$ cat config.mk
export PLATFORM = sky130hd
export DESIGN_NAME = wptr_full_ctrl
export DESIGN_NICKNAME = d
export VERILOG_FILES = /design/src/rtl/asyn_fifo_pkg.sv /design/src/rtl/gray2bin.sv /design/src/rtl/wptr_full_ctrl.sv
export SDC_FILE = /design/constraint.sdc
export NUM_CORES = 1
export LEC_CHECK = 0
export ABC_AREA = 1
export BUFFER_PORTS_ARGS = -buffer_cell sky130_fd_sc_hd__buf_2
export CORE_UTILIZATION = 40
export DETAILED_ROUTE_END_ITERATION = 8
export PLACE_DENSITY = 0.64
export SYNTH_ARGS = -nofsm -noshare
export SYNTH_HDL_FRONTEND = slang
export SYNTH_HIERARCHICAL = 1
export SYNTH_SLANG_ARGS = --single-unit
$ cat constraint.sdc
create_clock -name wclk_i -period 2.4 [get_ports wclk_i]
set_input_delay 0.36 -clock wclk_i [delete_from_list [all_inputs] [get_ports wclk_i]]
set_output_delay 0.36 -clock wclk_i [all_outputs]
set_load 0.05 [all_outputs]
$ cat src/rtl/asyn_fifo_pkg.sv
// Shared constants and pointer-code helpers for both sides of the asynchronous FIFO.
package asyn_fifo_pkg;

  localparam int unsigned PTR_WIDTH    = 3;
  localparam int unsigned DEPTH        = 2 ** PTR_WIDTH;
  localparam int unsigned AFULL_THRESH = 6;

  typedef logic [PTR_WIDTH:0] ptr_t;

  function automatic ptr_t bin2gray(input ptr_t b);
    return (b >> 1) ^ b;
  endfunction

  function automatic ptr_t gray2bin(input ptr_t g);
    ptr_t b;
    b = '0;
    for (int unsigned i = 0; i <= PTR_WIDTH; i++) begin
      b[i] = ^(g >> i);
    end
    return b;
  endfunction

endpackage

$ cat src/rtl/gray2bin.sv
// Combinational Gray-to-binary converter, width-parameterised for reuse on either FIFO side.
module gray2bin #(
  parameter int unsigned WIDTH = 4
) (
  input  logic [WIDTH-1:0] gray_i,
  output logic [WIDTH-1:0] bin_o
);

  always_comb begin
    bin_o = '0;
    // Each binary bit is the XOR of all Gray bits at and above it.
    for (int unsigned i = 0; i < WIDTH; i++) begin
      bin_o[i] = ^(gray_i >> i);
    end
  end

endmodule

$ cat src/rtl/wptr_full_ctrl.sv
// Write-domain pointer and flag controller for the asynchronous FIFO: pointers,
// registered full / almost-full / level, and a sticky overflow error.
module wptr_full_ctrl
  import asyn_fifo_pkg::*;
#(
  parameter int unsigned PTR_WIDTH    = asyn_fifo_pkg::PTR_WIDTH,
  parameter int unsigned AFULL_THRESH = asyn_fifo_pkg::AFULL_THRESH
) (
  input  logic               wclk_i,
  input  logic               wrst_i,
  input  logic               w_en_i,
  input  logic               ovf_clr_i,
  input  logic [PTR_WIDTH:0] g_rptr_sync_i,
  output logic               wr_fire_o,
  output logic [PTR_WIDTH:0] b_wptr_o,
  output logic [PTR_WIDTH:0] g_wptr_o,
  output logic               full_o,
  output logic               almost_full_o,
  output logic [PTR_WIDTH:0] level_o,
  output logic               overflow_o
);

  localparam logic [PTR_WIDTH:0] AFULL_LVL = (PTR_WIDTH+1)'(AFULL_THRESH);

  logic [PTR_WIDTH:0] r_b_wptr;
  logic [PTR_WIDTH:0] r_g_wptr;
  logic               r_full;
  logic               r_afull;
  logic [PTR_WIDTH:0] r_level;
  logic               r_ovf;

  logic               w_fire;
  logic [PTR_WIDTH:0] w_b_next;
  logic [PTR_WIDTH:0] w_g_next;
  logic [PTR_WIDTH:0] w_b_rptr;
  logic [PTR_WIDTH:0] w_g_full_cmp;
  logic [PTR_WIDTH:0] w_level_next;

  gray2bin #(.WIDTH(PTR_WIDTH + 1)) u_rptr_g2b (
    .gray_i (g_rptr_sync_i),
    .bin_o  (w_b_rptr)
  );

  always_comb begin
    w_fire       = w_en_i & ~r_full;
    w_b_next     = r_b_wptr + {{PTR_WIDTH{1'b0}}, w_fire};
    w_g_next     = (w_b_next >> 1) ^ w_b_next;
    // Full when write Gray equals read Gray with the top two bits inverted.
    w_g_full_cmp = {~g_rptr_sync_i[PTR_WIDTH:PTR_WIDTH-1], g_rptr_sync_i[PTR_WIDTH-2:0]};
    w_level_next = w_b_next - w_b_rptr;
  end

  always_ff @(posedge wclk_i) begin
    if (wrst_i) begin
      r_b_wptr <= '0;
      r_g_wptr <= '0;
      r_full   <= 1'b0;
      r_afull  <= 1'b0;
      r_level  <= '0;
      r_ovf    <= 1'b0;
    end else begin
      r_b_wptr <= w_b_next;
      r_g_wptr <= w_g_next;
      r_full   <= (w_g_next == w_g_full_cmp);
      r_afull  <= (w_level_next >= AFULL_LVL);
      r_level  <= w_level_next;
      r_ovf    <= (w_en_i & r_full) | (r_ovf & ~ovf_clr_i);
    end
  end

  assign wr_fire_o     = w_fire;
  assign b_wptr_o      = r_b_wptr;
  assign g_wptr_o      = r_g_wptr;
  assign full_o        = r_full;
  assign almost_full_o = r_afull;
  assign level_o       = r_level;
  assign overflow_o    = r_ovf;

endmodule

==> impl_metrics.tcl <==
set metrics [dict create \
    setup-tns-final_ns 0 \
    status "finished, final reports clean" \
    antenna_found_initial 0 \
    final_nets 161 \
    setup_viol 0 \
    core_um2 1940 \
    crit_path_top_delay_cell "dfxtp_2" \
    grt_pass1_wl_um 2570 \
    numCtsBuffers 3 \
    power_uw 706 \
    ir_worst_vdd_v 0.000360 \
    fin_crit_sh_pct 89.9 \
    drv_slew 0 \
    crit_start "full_o" \
    cts-resized-gates 0 \
    worstSetupStartpointType "flop" \
    max_freq_mhz 464 \
    cellPowerDensity_nw_per_um2 710 \
    slowest_delay_ns 0.36 \
    synthCells 122 \
    dpl_cell_area_um2 958 \
    rsz0062_at_grt "no" \
    routed_via_density 4.53 \
    ys.flop_type "dfxtp_1" \
    vias 784 \
    die_h_um 47.3 \
    cp_cell_sequence "nor2_4, ha_1, ha_1, inv_1, nand2_2, nand2_2, inv_2, ha_1, a21oi_1, nor2b_1, nand3_1, nand3_1, nand2_1" \
    grt.total_usage_pct 16.9 \
    cellLeakagePower_nw 0.589 \
    seq_area_um2 282 \
    wirelength_um 1600 \
    worst_pin_slew_ns 0.252 \
    first_iter_violations 6 \
    crit_buf_inv 2 \
    final_common_cell "nand2_1" \
    ant_nets 0 \
    postCtsHoldBufs 0 \
    maxCapViolations 0 \
    numPortBuffers 23 \
    hold_viol_final 0 \
    cp_max_fo 4 \
    area.growth.synth_to_final_pct 21.4 \
    cts_setup_buffers 0 \
    ys_ff_latch 14 \
    cts_tree "built" \
    endpoint "almost_full_o" \
    wire_per_inst_um 9.24 \
    yosys_warnings 6 \
    dr.pass1.iters 4 \
    endpoint_kind "flop" \
    syn-num-nets 136 \
    ys_seq_area_share_pct 34.2 \
    grt_pass1_vias 644 \
    hold_class "input port to flop" \
    r2r-end "almost_full_o" \
    fin_area_um2 995 \
    antenna_cells 0 \
    synth_edf_count 0 \
    htree_levels 1 \
    worstSetupPathType "flop to flop" \
    r2r_start "full_o" \
    overflow 0 \
    clockRootBuffer "clkbuf_4" \
    netlist_area_um2 820 \
    place.gp.congestion 0.837 \
    path_depth 13 \
    path_clk_slew_ns 0.09 \
    dieWidth_um 47.3 \
    rr_worst_depth 13 \
    drive_gt1_share_pct 26.7 \
    die-area_um2 2230 \
    multi_input_area_um2 445 \
    critPathArrivalTime_ns 2.34 \
    cts.sinks 14 \
    r2r_setup_slack_ns 0.24 \
    relSlewSlack_pct 83.3 \
    drc 0 \
    crit_top_cell "ha_1" \
    min_period_ns 2.16 \
    clock_skew_ns 0.00483 \
    clk_path_buf_depth 2 \
    cp.required_ns 2.59 \
    crit_family "adder cells" \
    worst_slack_ns 0.243 \
    fillers 210 \
    final_cell_mix "nand2_1 (36), buf_2 (23), inv_1 (21)" \
    dp_hpwl_um 1290 \
    row_count 16 \
    clkLatencyLatePin_ns 0.29 \
    initial_core_util_pct 42.2 \
    synth.distinct_cells 19 \
    grt_start_max_net_pins 12 \
    async_flop_share_pct 0 \
    place_ws_ns 0.0426 \
    ios 24 \
    syn_avg_cell_area_um2 6.72 \
]
-- final cells by class --
cell class                      instances  area share (%)
Tap cell                               27            3.40
Clock buffer                            4            3.65
Timing Repair Buffer                   23            11.6
Sequential cell                        14            28.3
Inverter                               22            8.30
Multi-Input combinational cell         83            44.8
-- how the worst min path moves through the flow --
stage               start    endpoint  slack [ns]  cells past startpoint
2_1_floorplan      w_en_i  overflow_o        0.50                      2
3_3_place_gp   overflow_o  overflow_o        0.45                      2
3_5_place_dp   overflow_o  overflow_o        0.45                      2
4_1_cts         ovf_clr_i  overflow_o        0.30                      4
5_1_grt         ovf_clr_i  overflow_o        0.32                      4
6_report        ovf_clr_i  overflow_o        0.30                      4
-- cell usage after synthesis (all sizes together), types with 2 or more instances --
cell type,n,area share [%]
nand2,44,23
inv,22,10
dfxtp,14,34
nor2,13,6.0
nand3,9,6.1
ha,5,7.6
a21oi,3,1.8
nand4,3,2.3
buf,2,1.8
-- power breakdown --
part	switching (mW)	internal [mW]
Sequential	0.00839	0.260
Clock	0.0824	0.0924
Combinational	0.191	0.0717
-- flip-flops by register name (all words and copies together), names as in the netlist --
name and flops:
almost_full_o 1, g_wptr_o 3, b_wptr_o 4, level_o 4, overflow_o 1, full_o 1
-- layer usage --
| layer | share of wire [%] | vias up | track usage, % |
|---|---|---|---|
| met1 | 49 | 342 | 21.1 |
| li1 | - | 415 | - |
| met3 | 3.2 | 5 | 3.46 |
| met4 | 3.1 | 0 | 10.3 |
| met5 | 0 | - | 0 |
| met2 | 45 | 22 | 26.6 |
-- worst min-delay path, delay by kind of cell --
family	cells	cell delay, ns
AND/OR/NAND/NOR	1	0.04
buffers and inverters	2	0.10
AO/OA/AOI/OAI	1	0.05
-- metrics by stage --
step / hold WS (ns) / instances / utilization, %
after global placement: 0.446 / 169 / 49.4
after CTS: 0.300 / 173 / 51.2
after floorplan: 0.500 / 122 / -
after global routing: 0.324 / 173 / 51.2
after detailed placement: 0.454 / 169 / 49.4
final: 0.304 / 173 / 51.2
-- kinds of logic (layout without fill, tap and decap cells) --
family	Yosys count	after routing	share of synthesized area, %
AO/OA/AOI/OAI	3	3	1.83
AND/OR/NAND/NOR	72	72	39.4
flip-flops	14	14	34.2
adder cells (fa/ha/maj)	6	6	10.1
XOR/XNOR	2	2	2.14
buffers and inverters	25	49	12.4
Power figures use the tool's default switching activity.
